[src/rtl/mdio_master.sv]
// mdio_master: clause-22 MDIO master that serialises one read/write frame per command
module mdio_master #(
  parameter int CLK_DIV = 20,
  parameter int PREAMBLE_BITS = 32
) (
  input  logic        msoc_clk,
  input  logic        rst,
  input  logic        cmd_valid,
  output logic        cmd_ready,
  input  logic        cmd_write,
  input  logic [4:0]  cmd_phy_addr,
  input  logic [4:0]  cmd_reg_addr,
  input  logic [15:0] cmd_wdata,
  output logic        rsp_valid,
  output logic [15:0] rsp_rdata,
  output logic        rsp_err,
  output logic        busy,
  output logic        o_edutmdc,
  output logic        o_edutmdio,
  output logic        oe_edutmdio,
  input  logic        i_edutmdio
);
  localparam int DW = $clog2(CLK_DIV);
  localparam logic [DW-1:0] DIV_MAX = DW'(CLK_DIV - 1);
  localparam logic [5:0] TA1 = 6'(PREAMBLE_BITS + 14);
  localparam logic [5:0] TA2 = 6'(PREAMBLE_BITS + 15);
  localparam logic [5:0] LAST = 6'(PREAMBLE_BITS + 31);
  typedef enum logic [1:0] {IDLE, SHIFT, DONE} state_t;
  state_t state, state_d;
  logic [DW-1:0] div;
  logic [5:0] bit_idx;
  logic phase, wr, ta_err, accept, bit_end;
  logic [63:0] frame, frame_ld;
  logic [15:0] rx;
  logic [1:0] sync;
  assign accept = state == IDLE && cmd_valid;
  assign bit_end = state == SHIFT && phase && div == DIV_MAX;
  // Frame is left-aligned so the next wire bit is always frame[63], whatever the preamble length
  assign frame_ld = {32'hFFFF_FFFF, 2'b01, cmd_write ? 2'b01 : 2'b10, cmd_phy_addr, cmd_reg_addr,
                     2'b10, cmd_write ? cmd_wdata : 16'h0} << (32 - PREAMBLE_BITS);
  assign cmd_ready = state == IDLE;
  assign busy = state != IDLE;
  assign rsp_valid = state == DONE;
  assign o_edutmdc = state == SHIFT && phase;
  assign o_edutmdio = state == SHIFT && frame[63];
  assign oe_edutmdio = state == SHIFT && (wr || bit_idx < TA1);
  always_comb
    state_d = accept ? SHIFT : (bit_end && bit_idx == LAST) ? DONE : state == DONE ? IDLE : state;
  always_ff @(posedge msoc_clk or posedge rst)
    if (rst) state <= IDLE;
    else state <= state_d;
  always_ff @(posedge msoc_clk or posedge rst) begin
    if (rst) begin
      div <= '0;
      bit_idx <= '0;
      phase <= 1'b0;
      wr <= 1'b0;
      ta_err <= 1'b0;
      frame <= '0;
      rx <= '0;
      sync <= '0;
      rsp_rdata <= '0;
      rsp_err <= 1'b0;
    end else begin
      sync <= {sync[0], i_edutmdio};
      if (accept) begin
        div <= '0;
        bit_idx <= '0;
        phase <= 1'b0;
        wr <= cmd_write;
        frame <= frame_ld;
      end else if (state == SHIFT) begin
        div <= div == DIV_MAX ? '0 : div + 1'b1;
        if (div == DIV_MAX) phase <= ~phase;
        if (bit_end) begin
          if (bit_idx == TA2) ta_err <= sync[1];
          if (bit_idx > TA2) rx <= {rx[14:0], sync[1]};
          bit_idx <= bit_idx + 1'b1;
          frame <= frame << 1;
          if (bit_idx == LAST) begin
            rsp_rdata <= wr ? 16'h0 : {rx[14:0], sync[1]};
            rsp_err <= ~wr & ta_err;
          end
        end
      end
    end
  end
endmodule

[config.mk]
export PLATFORM = sky130hd
export DESIGN_NAME = mdio_master
export DESIGN_NICKNAME = d
export VERILOG_FILES = /design/src/rtl/mdio_master.sv
export SDC_FILE = /design/constraint.sdc
export NUM_CORES = 1
export LEC_CHECK = 0
export ABC_AREA = 1
export CAP_MARGIN = 20
export CELL_PAD_IN_SITES_DETAIL_PLACEMENT = 1
export CELL_PAD_IN_SITES_GLOBAL_PLACEMENT = 1
export CORE_UTILIZATION = 45
export CTS_BUF_LIST = sky130_fd_sc_hd__clkbuf_16
export DETAILED_ROUTE_END_ITERATION = 8
export PLACE_DENSITY_LB_ADDON = 0.15
export SYNTH_ARGS = -nofsm -noshare
export SYNTH_HDL_FRONTEND = slang
export SYNTH_SLANG_ARGS = --single-unit
[constraint.sdc]
create_clock -name msoc_clk -period 6.8 [get_ports msoc_clk]
set_clock_uncertainty 0.15 [all_clocks]
set_input_delay 1.7 -clock msoc_clk [delete_from_list [all_inputs] [get_ports msoc_clk]]
set_output_delay 1.7 -clock msoc_clk [all_outputs]
set_load 0.01 [all_outputs]
==> results.sh, run 1 <==
export IMPL_outcome="finished clean"
export IMPL_pin_count=54
export IMPL_vias=3920
export IMPL_slew_viol_final=0
export IMPL_rsz0062_at_grt="false"
export IMPL_grt_max_degree=77
export IMPL_cts_sinks=114
export IMPL_power_density_nw_per_um2=275
export IMPL_clk_latency_ps=410
export IMPL_port_buffers=53
export IMPL_start_kind="flip-flop"
export IMPL_yosysMostFrequentCell="nand2_1"
export IMPL_setup_tns_ps=0
export IMPL_dp_hpwl_um=6640
export IMPL_slew_headroom_pct=34.2
export IMPL_grt_pass1_wl_um=20800
export IMPL_cp_max_fo=19
export IMPL_synth_area_per_cell_um2=8.38
export IMPL_tightestPinTransition_ps=984
export IMPL_r2r_slack_ps=3820
export IMPL_async_flop_share_pct=100
export IMPL_nets=664
export IMPL_finalSetupViolations=0
export IMPL_start_util_pct=46.9
export IMPL_postCtsHoldBufs=0
export IMPL_whs_ps=210
export IMPL_wirelength_um=11800
export IMPL_drc=0
export IMPL_drive_gt1_share_pct=7.61
export IMPL_synth_top_area_share_pct=58.4
export IMPL_syn_num_nets=616
export IMPL_fin_crit_ps=4110
export IMPL_critPathRequiredTime_ps=4950
export IMPL_syn_inst=583
export IMPL_grt_total_usage_pct=23.7
export IMPL_htree_levels=4
export IMPL_die_h_um=106
export IMPL_synth_seq_area_share_pct=58.4
export IMPL_hold_viol_final=0
export IMPL_ys_flop_type="dfrtp_1"
export IMPL_cap_violations=0
export IMPL_hold_path_class="flip-flop to flip-flop"
export IMPL_num_rows=37
export IMPL_synth_area_leaders="dfrtp_1, nand2_1, nor2_1, nand3_1, o21ai_1"
export IMPL_drtAntennaViolNets=0
export IMPL_yosys_area_share_simple_pct=32.6
export IMPL_synth_edf_count=0
export IMPL_yosysTopAreaCell="dfrtp_1"
export IMPL_area_growth_pct=24.6
export IMPL_place_congestion=0.735
export IMPL_fillers=1241
export IMPL_cts_tree="built"
export IMPL_register_area_um2=2850
export IMPL_period_share_pct=60.4
export IMPL_synthMuxAreaShare_pct=0
export IMPL_n_antenna_cell=0
export IMPL_drtIter0Drc=188
export IMPL_post_cts_buffers=0
export IMPL_power_leakage_nw=2.82
export IMPL_die_area_um2=11300
export IMPL_synth_xor_area_share_pct=0.538
export IMPL_grt_ovfl_total=0
export IMPL_synth_compound_gate_area_share_pct=3.48
export IMPL_grt_pass1_vias=4329
export IMPL_cts_root_buf="clkbuf_16"
export IMPL_numCtsBuffers=17
export IMPL_netlist_area_um2=4890
export IMPL_core_area_um2=10400
export IMPL_synth_yosys_warnings=0
export IMPL_yosys_top_cells_count="nand2_1, dfrtp_1, nor2_1"
export IMPL_critical_path_arrival_ps=2260
export IMPL_synth_distinct_cells=23
export IMPL_ir_drop_v=0.000188
export IMPL_fmax_mhz=244
export IMPL_path_class="flip-flop to output port"
export IMPL_critPathCaptureType="output port"
export IMPL_multi_input_area_um2=1810
export IMPL_drt_first_pass_iters=4
export IMPL_antenna_found_initial=0
export IMPL_synth_top_family_by_area="simple AND/OR/NAND/NOR gates"
export IMPL_postCtsResizedCells=0
export IMPL_vias_per_cell=5.03
export IMPL_clockBufferDepth=2
export IMPL_clk_pin_slew_worst_paths_ps=60
export IMPL_synthAdderAreaFrac_pct=0.512
export IMPL_synth_seq_cells=114
export IMPL_die_width_um=106
export IMPL_wl_per_cell_um=15.1
## power by group
group / internal (mW) / switching [mW]
sequential: 0.680 / 0.000555
clock: 0.646 / 0.318
combinational: 0.0154 / 0.0161
total: 1.34 / 0.335
## worst paths after layout
kind | startpoint | cells past startpoint | end
max in group asynchronous | rst | 3 | frame[39]$_DFFE_PP0P_
max reg2reg | div[0]$_DFFE_PP0P_ | 9 | frame[35]$_DFFE_PP0P_
min | sync[0]$_DFF_PP0_ | 0 | sync[1]$_DFF_PP0_
max | wr$_DFFE_PP0P_ | 3 | oe_edutmdio
min in group asynchronous | rst | 2 | rx[3]$_DFFE_PP0P_
min reg2reg | sync[0]$_DFF_PP0_ | 0 | sync[1]$_DFF_PP0_
## cell type report
cell class / instances / share of cell area, %
clock buffers: 17 / 6.99
well taps: 136 / 2.79
repair buffers: 54 / 8.84
multi-input cells: 425 / 29.8
flip-flops and latches: 114 / 46.9
inverters: 19 / 1.21
clock inverters: 15 / 3.51
## kinds of logic (layout without fill, tap and decap cells)
group,after synthesis,in the layout
compound gates,34,34
buf+inv,44,105
fa+ha+maj,2,2
simple gates,386,386
flops,114,114
xor+xnor,3,3
## state kept, by name, indices dropped and copies added, names as in the netlist
| name | cells |
|---|---|
| wr | 1 |
| phase | 1 |
| rsp_rdata | 16 |
| bit_idx | 6 |
| frame | 64 |
| div | 5 |
| rsp_err | 1 |
| rx | 15 |
| state | 2 |
| ta_err | 1 |
| sync | 2 |
## stage by stage
| stage | setup WS [ps] | power, mW | area [µm²] | std cells | utilization (%) |
|---|---|---|---|---|---|
| 2_1_floorplan | 1930 | 0.702 | 4890 | 583 | - |
| 3_3_place_gp | 2660 | 0.724 | 5450 | 748 | 52.3 |
| 3_5_place_dp | 2590 | 0.725 | 5450 | 748 | 52.3 |
| 4_1_cts | 2690 | 1.69 | 6090 | 780 | 58.5 |
| 5_1_grt | 2610 | 1.72 | 6090 | 780 | 58.5 |
| 6_report | 2690 | 1.68 | 6090 | 780 | 58.5 |
## placed cells by master (no fill, tap or decap), types with 2 or more instances in the layout
cell / instances
xor2_1: 3
a21oi_1: 6
bufinv_16: 5
o21ai_1: 18
clkinv_2: 5
nand2_1: 225
inv_1: 15
dfrtp_1: 114
nand4_1: 5
o21ai_0: 10
nand3_1: 36
nor2_1: 107
clkinvlp_4: 4
inv_2: 2
nor2_4: 2
clkbuf_16: 17
clkdlybuf4s50_1: 53
nor2_8: 2
ha_1: 2
nand2_2: 6
## metal layers
metal	track usage, %	part of all wire [%]
met1	29.3	44
met2	40.7	52
met3	5.52	2.9
met4	8.23	1.1
met5	0	0
## critical path, stage by stage, from the launching register on
cell	delay (ps)
dfrtp_1	330
clkinv_1	470
a21oi_1	450
clkdlybuf4s50_1	590
Note: power is estimated with default switching activity, not from simulation.
==> run 2, diff against run 1 <==
--- a/config.mk
+++ b/config.mk
@@ -9,7 +9,7 @@
 export CAP_MARGIN = 20
 export CELL_PAD_IN_SITES_DETAIL_PLACEMENT = 1
 export CELL_PAD_IN_SITES_GLOBAL_PLACEMENT = 1
-export CORE_UTILIZATION = 45
+export CORE_UTILIZATION = 42
 export CTS_BUF_LIST = sky130_fd_sc_hd__clkbuf_16
 export DETAILED_ROUTE_END_ITERATION = 8
 export PLACE_DENSITY_LB_ADDON = 0.15
==> constraint.sdc (replaced) <==
create_clock -name msoc_clk -period 4 [get_ports msoc_clk]
set_clock_uncertainty 0.15 [all_clocks]
set_input_delay 1 -clock msoc_clk [delete_from_list [all_inputs] [get_ports msoc_clk]]
set_output_delay 1 -clock msoc_clk [all_outputs]
set_load 0.01 [all_outputs]
==> results.sh, run 2 (synthesis gave the netlist of run 1 again) <==
export IMPL_n_antenna_cell=0
export IMPL_grt_pass1_wl_um=19200
export IMPL_port_buffers=53
export IMPL_wl_per_cell_um=13.7
export IMPL_area_growth_pct=22.8
export IMPL_fin_ws_ps=904
export IMPL_nets=671
export IMPL_dp_slack_ps=1030
export IMPL_drive_gt1_share_pct=7.25
export IMPL_critPathRequiredTime_ps=2850
export IMPL_finalSetupViolations=0
export IMPL_reg2reg_from="div[0]$_DFFE_PP0P_"
export IMPL_regMostFlops="frame"
export IMPL_final_common_cell="nand2_1"
export IMPL_cp_num_cells=4
export IMPL_die_h_um=110
export IMPL_rr_worst_depth=10
export IMPL_critPathCaptureType="output port"
export IMPL_crit_buf_inv=2
export IMPL_crit_path_end="oe_edutmdio"
export IMPL_pin_count=54
export IMPL_htree_levels=4
export IMPL_die_area_um2=12100
export IMPL_clk_latency_ps=410
export IMPL_clk_pin_slew_worst_paths_ps=50
export IMPL_cts_root_buf="clkbuf_16"
export IMPL_power_leakage_nw=2.80
export IMPL_start_util_pct=43.0
export IMPL_cts_sinks=114
export IMPL_top_regs="frame (64), rsp_rdata (16), rx (15)"
export IMPL_cts_tree="built"
export IMPL_place_congestion=0.712
export IMPL_clockBufferDepth=2
export IMPL_antenna_found_initial=0
export IMPL_drtAntennaViolNets=0
export IMPL_cpMaxStageDelayCell="clkdlybuf4s50_1"
export IMPL_post_cts_buffers=0
export IMPL_vias=3896
export IMPL_rsz0062_at_grt="false"
export IMPL_cpPeakStageDelay_ps=570
export IMPL_critical_path_arrival_ps=1950
export IMPL_drtIter0Drc=175
export IMPL_postCtsResizedCells=0
export IMPL_path_cells="inv_1 > nand2_2 > a21oi_1 > clkdlybuf4s50_1"
export IMPL_grt_pass1_vias=4171
export IMPL_startpoint="state[1]$_DFFE_PP0P_"
export IMPL_tightestPinTransition_ps=873
export IMPL_vias_per_cell=4.93
export IMPL_drc=0
export IMPL_cp_max_fo=9
export IMPL_slew_viol_final=0
export IMPL_hold_path_class="flip-flop to flip-flop"
export IMPL_fin_crit_ps=3100
export IMPL_largest_reg_flops=64
export IMPL_outcome="finished clean"
export IMPL_r2r_end="frame[59]$_DFFE_PP0P_"
export IMPL_postCtsHoldBufs=0
export IMPL_die_width_um=110
export IMPL_period_share_pct=77.4
export IMPL_wirelength_um=10800
export IMPL_power_density_nw_per_um2=409
export IMPL_num_rows=39
export IMPL_dp_hpwl_um=7210
export IMPL_ir_drop_v=0.000265
export IMPL_setup_tns_ps=0
export IMPL_start_kind="flip-flop"
export IMPL_drt_first_pass_iters=4
export IMPL_cap_violations=0
export IMPL_grt_max_degree=48
export IMPL_grt_total_usage_pct=20.7
export IMPL_numCtsBuffers=17
export IMPL_hold_viol_final=0
export IMPL_grt_ovfl_total=0
export IMPL_slew_headroom_pct=41.6
export IMPL_core_area_um2=11400
export IMPL_path_class="flip-flop to output port"
export IMPL_final_cell_mix="nand2_1, dfrtp_1, nor2_1"
export IMPL_fmax_mhz=323
export IMPL_r2r_slack_ps=1680
export IMPL_cpLargestDelayFamily="buffers and inverters"
## run 2: cell types whose count changed in the layout (fill, tap and decap cells not counted)
cell / change
buf_4: +6
clkinvlp_4: -3
inv_4: -1
clkinv_2: +1
bufinv_16: -5
clkinv_1: +6
inv_6: -1
buf_12: +1
## run 2: per-stage QoR
stage | cells | hold WS (ps) | total power [mW] | cell area, µm² | utilization (%)
global placement | 762 | 217 | 1.24 | 5520 | 48.6
detailed placement | 762 | 221 | 1.24 | 5520 | 48.6
global route | 791 | 231 | 2.54 | 6000 | 52.8
finish | 791 | 225 | 2.45 | 6000 | 52.8
CTS | 791 | 234 | 2.49 | 6000 | 52.8
floorplan | 583 | 181 | 1.19 | 4890 | -
## run 2: layout make-up
type | count | area (µm²)
sequential | 114 | 2850
clock inverter | 12 | 52.6
tap | 143 | 179
fill | 1365 | 5370
clock buffer | 17 | 425
inverter | 19 | 75.1
multi-input combinational | 425 | 1810
timing repair buffer | 61 | 603
## run 2: routing by layer
layer	wire (µm)	GRT usage (%)
met3	271	4.80
met5	0	0
met1	4980	24.5
met4	184	7.71
met2	5400	36.6
## run 2: how the worst min path moves through the flow
stage,endpoint,cells past startpoint,from,slack [ps]
floorplan,sync[1]$_DFF_PP0_,0,sync[0]$_DFF_PP0_,180
global placement,sync[1]$_DFF_PP0_,0,sync[0]$_DFF_PP0_,220
detailed placement,sync[1]$_DFF_PP0_,0,sync[0]$_DFF_PP0_,220
CTS,sync[1]$_DFF_PP0_,0,sync[0]$_DFF_PP0_,230
global route,sync[1]$_DFF_PP0_,0,sync[0]$_DFF_PP0_,230
finish,sync[1]$_DFF_PP0_,0,sync[0]$_DFF_PP0_,220
## run 2: report_power, final
| part | internal, mW | switching (mW) | total [mW] |
|---|---|---|---|
| Clock | 0.754 | 0.484 | 1.24 |
| Combinational | 0.0290 | 0.0283 | 0.0572 |
| Sequential | 1.16 | 0.000677 | 1.16 |
| Total | 1.94 | 0.512 | 2.45 |
